===== config.mk =====
export PLATFORM = sky130hd
export DESIGN_NAME = player_cmd_encoder
export DESIGN_NICKNAME = d
export VERILOG_FILES = /design/src/rtl/player_cmd_encoder.sv
export SDC_FILE = /design/constraint.sdc
export NUM_CORES = 1
export LEC_CHECK = 0
export ABC_CLOCK_PERIOD_IN_PS = 6100
export BUFFER_PORTS_ARGS = -buffer_cell sky130_fd_sc_hd__buf_2
export CAP_MARGIN = 10
export CORE_MARGIN = 10
export CORE_UTILIZATION = 55
export CTS_CLUSTER_DIAMETER = 80
export DETAILED_ROUTE_END_ITERATION = 8
export GPL_TIMING_DRIVEN = 1
export PLACE_DENSITY = 0.75
export SYNTH_ARGS = -nofsm -noshare
export SYNTH_HDL_FRONTEND = slang
export SYNTH_SLANG_ARGS = --single-unit

===== constraint.sdc =====
create_clock -name clk -period 6.1 [get_ports clk]
set_clock_uncertainty 0.1 [all_clocks]
set_input_delay 0.61 -clock clk [delete_from_list [all_inputs] [get_ports clk]]
set_output_delay 0.61 -clock clk [all_outputs]
set_load 0.05 [all_outputs]

===== src/rtl/player_cmd_encoder.sv =====
// player_cmd_encoder
//   Turns five debounced button levels into move/bomb command codes. Each press
//   edge raises a pending request. One pending request per cycle is granted by
//   priority (bomb > up > down > left > right) and written into a small FIFO.
//   The FIFO is drained over a valid/ready handshake.
//   Optional feature, macro PLAYER_CMD_AUTOREPEAT_EN: a held direction re-issues
//   its command after HOLD_MS and then every REPEAT_MS, timed by a 1 ms tick.
//   Without the macro, only press edges create commands.
// Ports:
//   clk        system clock
//   rst_n      asynchronous active-low reset
//   btn[4:0]   debounced levels, [4]=bomb [3]=up [2]=down [1]=left [0]=right (async)
//   cmd_valid  FIFO head holds a command
//   cmd_ready  engine accepts the head this cycle
//   cmd_code   1=UP 2=DOWN 3=LEFT 4=RIGHT 5=BOMB, 0 when the FIFO is empty
//   fifo_count number of stored entries
//   overflow   one-cycle pulse when a granted command is dropped
module player_cmd_encoder #(
   parameter int unsigned TICK_DIV   = 50000,
   parameter int unsigned HOLD_MS    = 300,
   parameter int unsigned REPEAT_MS  = 100,
   parameter int unsigned FIFO_DEPTH = 4
) (
   input  logic                          clk,
   input  logic                          rst_n,
   input  logic [4:0]                    btn,
   output logic                          cmd_valid,
   input  logic                          cmd_ready,
   output logic [2:0]                    cmd_code,
   output logic [$clog2(FIFO_DEPTH):0]   fifo_count,
   output logic                          overflow
);

   localparam int unsigned PTR_W = $clog2(FIFO_DEPTH);
   localparam logic [PTR_W:0] FULL_CNT = (PTR_W + 1)'(FIFO_DEPTH);

   logic [4:0] sync1_q, s2_q, prev_q, rise;
   logic [4:0] pending_q, pending_d, sel_mask, rpt_set;
   logic [2:0] sel_code;
   logic       push_req, push_ok, pop;

   logic [2:0]       mem_q [FIFO_DEPTH];
   logic [PTR_W-1:0] wr_ptr_q, rd_ptr_q;
   logic [PTR_W:0]   count_q;
   logic             overflow_q;

   // Input synchronizer and press-edge detection
   always_ff @(posedge clk or negedge rst_n) begin
      if (!rst_n) begin
         sync1_q <= '0;
         s2_q    <= '0;
         prev_q  <= '0;
      end else begin
         sync1_q <= btn;
         s2_q    <= sync1_q;
         prev_q  <= s2_q;
      end
   end

   assign rise = s2_q & ~prev_q;

   // Fixed-priority grant of one pending request per cycle
   always_comb begin
      sel_mask = '0;
      sel_code = 3'd0;
      if (pending_q[4]) begin
         sel_mask = 5'b10000;
         sel_code = 3'd5;
      end else if (pending_q[3]) begin
         sel_mask = 5'b01000;
         sel_code = 3'd1;
      end else if (pending_q[2]) begin
         sel_mask = 5'b00100;
         sel_code = 3'd2;
      end else if (pending_q[1]) begin
         sel_mask = 5'b00010;
         sel_code = 3'd3;
      end else if (pending_q[0]) begin
         sel_mask = 5'b00001;
         sel_code = 3'd4;
      end
   end

   assign push_req  = |pending_q;
   assign pop       = cmd_valid & cmd_ready;
   assign push_ok   = push_req & ((count_q < FULL_CNT) | pop);
   // New requests are OR-ed in after the clear, so a same-cycle set survives
   assign pending_d = (pending_q & ~sel_mask) | rise | rpt_set;

   always_ff @(posedge clk or negedge rst_n) begin
      if (!rst_n) begin
         pending_q  <= '0;
         wr_ptr_q   <= '0;
         rd_ptr_q   <= '0;
         count_q    <= '0;
         overflow_q <= 1'b0;
      end else begin
         pending_q  <= pending_d;
         overflow_q <= push_req & ~push_ok;
         if (push_ok) wr_ptr_q <= wr_ptr_q + 1'b1;
         if (pop)     rd_ptr_q <= rd_ptr_q + 1'b1;
         case ({push_ok, pop})
            2'b10:   count_q <= count_q + 1'b1;
            2'b01:   count_q <= count_q - 1'b1;
            default: count_q <= count_q;
         endcase
      end
   end

   // Storage needs no reset; entries are only visible while count is non-zero
   always_ff @(posedge clk) begin
      if (push_ok) mem_q[wr_ptr_q] <= sel_code;
   end

   assign cmd_valid  = (count_q != '0);
   assign cmd_code   = cmd_valid ? mem_q[rd_ptr_q] : 3'd0;
   assign fifo_count = count_q;
   assign overflow   = overflow_q;

`ifdef PLAYER_CMD_AUTOREPEAT_EN
   localparam logic [1:0] ST_IDLE   = 2'd0;
   localparam logic [1:0] ST_HOLD   = 2'd1;
   localparam logic [1:0] ST_REPEAT = 2'd2;

   localparam int unsigned MS_MAX = (HOLD_MS > REPEAT_MS) ? HOLD_MS : REPEAT_MS;
   localparam int unsigned MS_W   = $clog2(MS_MAX + 1);
   localparam int unsigned TK_W   = $clog2(TICK_DIV + 1);
   localparam logic [TK_W-1:0] TICK_LAST   = TK_W'(TICK_DIV - 1);
   localparam logic [MS_W-1:0] HOLD_LAST   = MS_W'(HOLD_MS - 1);
   localparam logic [MS_W-1:0] REPEAT_LAST = MS_W'(REPEAT_MS - 1);

   logic [TK_W-1:0] presc_q;
   logic            tick;
   logic [MS_W-1:0] ms_q, ms_d, ms_last;
   logic [1:0]      state_q, state_d, held_q, held_d;
   logic [3:0]      dir_rise, other_rise;

   // Index of the highest-priority direction (up=3 ... right=0)
   function automatic logic [1:0] hi_idx(input logic [3:0] v);
      logic [1:0] idx;
      idx = 2'd0;
      for (int i = 0; i < 4; i++) begin
         if (v[i]) idx = 2'(i);
      end
      return idx;
   endfunction

   assign tick       = (presc_q == TICK_LAST);
   assign dir_rise   = rise[3:0];
   assign other_rise = dir_rise & ~(4'b0001 << held_q);
   assign ms_last    = (state_q == ST_HOLD) ? HOLD_LAST : REPEAT_LAST;

   always_comb begin
      state_d = state_q;
      held_d  = held_q;
      ms_d    = ms_q;
      rpt_set = '0;
      case (state_q)
         ST_IDLE: begin
            if (|dir_rise) begin
               held_d  = hi_idx(dir_rise);
               ms_d    = '0;
               state_d = ST_HOLD;
            end
         end
         ST_HOLD, ST_REPEAT: begin
            // A new direction outranks release and timeout of the held one
            if (|other_rise) begin
               held_d  = hi_idx(other_rise);
               ms_d    = '0;
               state_d = ST_HOLD;
            end else if (!s2_q[held_q]) begin
               ms_d    = '0;
               state_d = ST_IDLE;
            end else if (tick) begin
               if (ms_q == ms_last) begin
                  rpt_set[held_q] = 1'b1;
                  ms_d            = '0;
                  state_d         = ST_REPEAT;
               end else begin
                  ms_d = ms_q + 1'b1;
               end
            end
         end
         default: begin
            ms_d    = '0;
            state_d = ST_IDLE;
         end
      endcase
   end

   always_ff @(posedge clk or negedge rst_n) begin
      if (!rst_n) begin
         presc_q <= '0;
         ms_q    <= '0;
         state_q <= ST_IDLE;
         held_q  <= 2'd0;
      end else begin
         presc_q <= tick ? '0 : presc_q + 1'b1;
         ms_q    <= ms_d;
         state_q <= state_d;
         held_q  <= held_d;
      end
   end
`else
   assign rpt_set = '0;
`endif

endmodule

==> metrics.md <==
| Metric | Value |
|---|---|
| Worst Path Required | `approximately 6.3 ns` |
| Pin count of the biggest net entering global routing | `29` |
| Arrival @ worst endpoint | `2.68 ns` |
| TritonCTS clock tree | `built` |
| Post-synth ARST share | `a little over two thirds` |
| Ant. Diodes | `0` |
| Crit-path leading delay family | `simple AND/OR/NAND/NOR gates` |
| Yosys synthesis warning count | `0` |
| Synth Flop Type | `dfrtp_1` |
| RSZ-0062 raised after global routing | `no` |
| Detailed Route WL | `2160 um` |
| Initial antenna violation count | `0` |
| Ports | `16` |
| Power share of the sequential group | `~43%` |
| R2R setup slack | `3.58 ns` |
| Run status | `completed` |
| Seq cells post-synth | `40` |
| Relative slew slack | `60.1%` |
| Crit-path cells | `or4_4 > o21a_4 > inv_1 > ha_1 > inv_1 > fa_1 > xor2_1 > nor2_1 > xor2_1` |
| CP endpoint kind | `register` |
| Synthesized area | `0.00153 sq mm` |
| Post-synth top area cell | `dfrtp_1` |
| Synth Instances | `just over 100` |
| Layout cells sized above 1 | `between 20% and 30%` |
| DR iter-0 viols | `7` |
| Count of non-filler cells in the finished layout | `154` |
| Final min period | `2.52 ns` |
| Pwr/cell area | `517 mW/mm^2` |
| Critical path class | `register to register` |
| Dpl cells | `roughly 150` |
| Final setup margin | `3.58 ns` |
| Max_cap viols | `0` |
| Area taken by multi-input logic gates | `413 sq um` |
| Vert. Die Dim | `72.7 um` |
| Clk_lat worst skew | `0.33 ns` |
| Synth-to-layout area growth | `12.9%` |
| Sw Pwr | `approximately 0.34 mW` |
| CTS Root Cell | `clkbuf_4` |
| Setup violators final | `0` |
| Max Transition Viols Final | `0` |
| Reg2Reg Launch Point | `pending_q[4]` |
| Die Width | `72.7 um` |
| Vias in the first global route | `834` |
| CTS buffer count | `5` |
| Core area | `approximately 0.0027 sq mm` |
| Die area | `0.00528 sq mm` |
| Remaining routing DRC violations | `0` |
| Starting Density | `56.3%` |
| Worst Hold Slack | `about 0.16 ns` |
| CTS Sinks | `40` |
| Gpl congestion | `0.694` |
| Crit share post-route | `41.3%` |
| Filler cells | `210` |
| Crit path largest cell delay | `0.58 ns` |
| Post-CTS setup buffer count | `0` |
| Switching share of power | `37.7%` |
| PostCTS Resize Cnt | `0` |
| Top-count cell post-synth | `dfrtp_1` |
| Hold_buf cts | `0` |
| Seq/Total Area, Yosys | `roughly 70%` |
| Internal power | `0.555 mW` |
| Vias | `784` |
| Crit-path max FO | `7` |
| Final net count | `136` |
| CTS clock-pin slew for the worst setup and hold paths | `0.11 ns` |
| GRT overflow | `0` |
| Comb power frac | `37.7%` |
| Slowest CP cell | `or4_4` |
| Leak Pwr | `0.779 nW` |
| Post-synth top cells | `dfrtp_1, edfxtp_1, inv_1` |
| Synth area leaders | `dfrtp_1, edfxtp_1, mux4_2` |
| Peak Freq | `397 MHz` |
| FF+latch area | `between 0.001 and 0.0015 sq mm` |
| Setup WS pre-CTS | `3.59 ns` |
| Htree depth | `2` |
| Critical path startpoint category | `register` |
| Final TNS setup | `0 ns` |
| Clock Path Buffers | `2` |
| Slew @ Worst Pin | `0.599 ns` |
| Port bufs | `15` |
| Detail-routed via count per cell | `5.09` |
| Post-synth EDFFs | `12` |
| Post-DRT Antenna Nets | `0` |
| Worst path buffer plus inverter count | `2` |
| Clock share of power | `19.0%` |
| Row cnt | `19` |
| Reg2reg path depth | `9` |
| Reg2reg end | `fifo_count[2]` |
| Global-route wire length before repair | `approximately 3800 um` |
| Peak supply drop | `around 0.35 mV` |
| Mapped Nets | `116` |
| Netlist cell types | `25` |
| Mapped Avg Cell Area | `15.0 sq um` |
| Hold crit path type | `input pin to asynchronous set/reset pin` |
| Routed WL per cell | `roughly 14 um` |
| Hpwl dp | `1610 um` |
| Hold Fails Final Rpt | `0` |
| Post-synth top area share | `between 40% and 50%` |
| First-pass iteration count of the detailed router | `4` |
| Total global-route track usage | `a little under a tenth` |
[cells by family (layout without fill, tap and decap cells)]
family	after synthesis	in the layout	share of synthesized area (%)
AO/OA/AOI/OAI	9	9	4.43
XOR/XNOR	6	6	3.94
adder cells (fa/ha/maj)	6	6	5.41
buffers and inverters	14	35	3.44
flip-flops	40	40	69.5
multiplexers	4	4	5.08
AND/OR/NAND/NOR	23	23	8.20
[cell usage in the layout, fill, tap and decap left out, types with 2 or more instances in the layout]
cell type / synthesis / final
xor2_1: 3 / 3
nand2_1: 3 / 3
nor3_1: 2 / 2
buf_2: 0 / 15
edfxtp_1: 12 / 12
mux4_2: 3 / 3
nor2_1: 5 / 5
dfrtp_1: 28 / 28
and2_1: 8 / 8
clkbuf_4: 0 / 5
xnor2_1: 2 / 2
o21ai_0: 5 / 5
ha_1: 5 / 5
inv_1: 12 / 12
clkbuf_8: 0 / 2
[power groups by stage]
stage / Clock [mW] / Combinational, mW / Sequential (mW)
6_report: 0.169 / 0.336 / 0.386
4_1_cts: 0.175 / 0.344 / 0.388
3_3_place_gp: 0 / 0.329 / 0.388
5_1_grt: 0.185 / 0.370 / 0.395
3_5_place_dp: 0 / 0.339 / 0.394
2_1_floorplan: 0 / 0.236 / 0.419
[state kept, by name, summed over array words and instances, names as in the netlist]
signal and flops:
fifo_count 3, mem_q 12, overflow 1, pending_q 5
prev_q 5, rd_ptr_q 2, s2_q 5, sync1_q 5
wr_ptr_q 2
[layout make-up]
type | count | share of cell area (%)
Sequential cell | 40 | 61.6
Tap cell | 31 | 2.25
Clock buffer | 8 | 5.23
Multi-Input combinational cell | 48 | 24.0
Timing Repair Buffer | 15 | 4.36
Inverter | 12 | 2.61
[layer usage]
| metal | track usage [%] | up-vias | share of wire (%) |
|---|---|---|---|
| met5 | 0 | - | 0 |
| met4 | 6.33 | 0 | 3.2 |
| met3 | 4.08 | 9 | 6.3 |
| met2 | 14.7 | 18 | 51 |
| met1 | 9.50 | 379 | 40 |
| li1 | - | 378 | - |
[through the flow]
stage	utilization, %	total power [mW]	instance area (sq um)
floorplan	-	0.655	1530
global placement	60.2	0.716	1630
detailed placement	60.2	0.733	1630
CTS	63.6	0.907	1720
global route	63.6	0.950	1720
finish	63.6	0.892	1720
[how the worst max path moves through the flow]
stage                  start       endpoint  slack [ns]  cells past startpoint
3_3_place_gp    pending_q[4]  fifo_count[2]        3.68                      9
2_1_floorplan  fifo_count[0]  fifo_count[2]        3.36                      9
4_1_cts         pending_q[4]  fifo_count[2]        3.56                      9
5_1_grt         pending_q[4]  fifo_count[2]        3.45                      9
3_5_place_dp    pending_q[4]  fifo_count[2]        3.59                      9
6_report        pending_q[4]  fifo_count[2]        3.58                      9
Note: power is estimated with default switching activity, not from simulation.
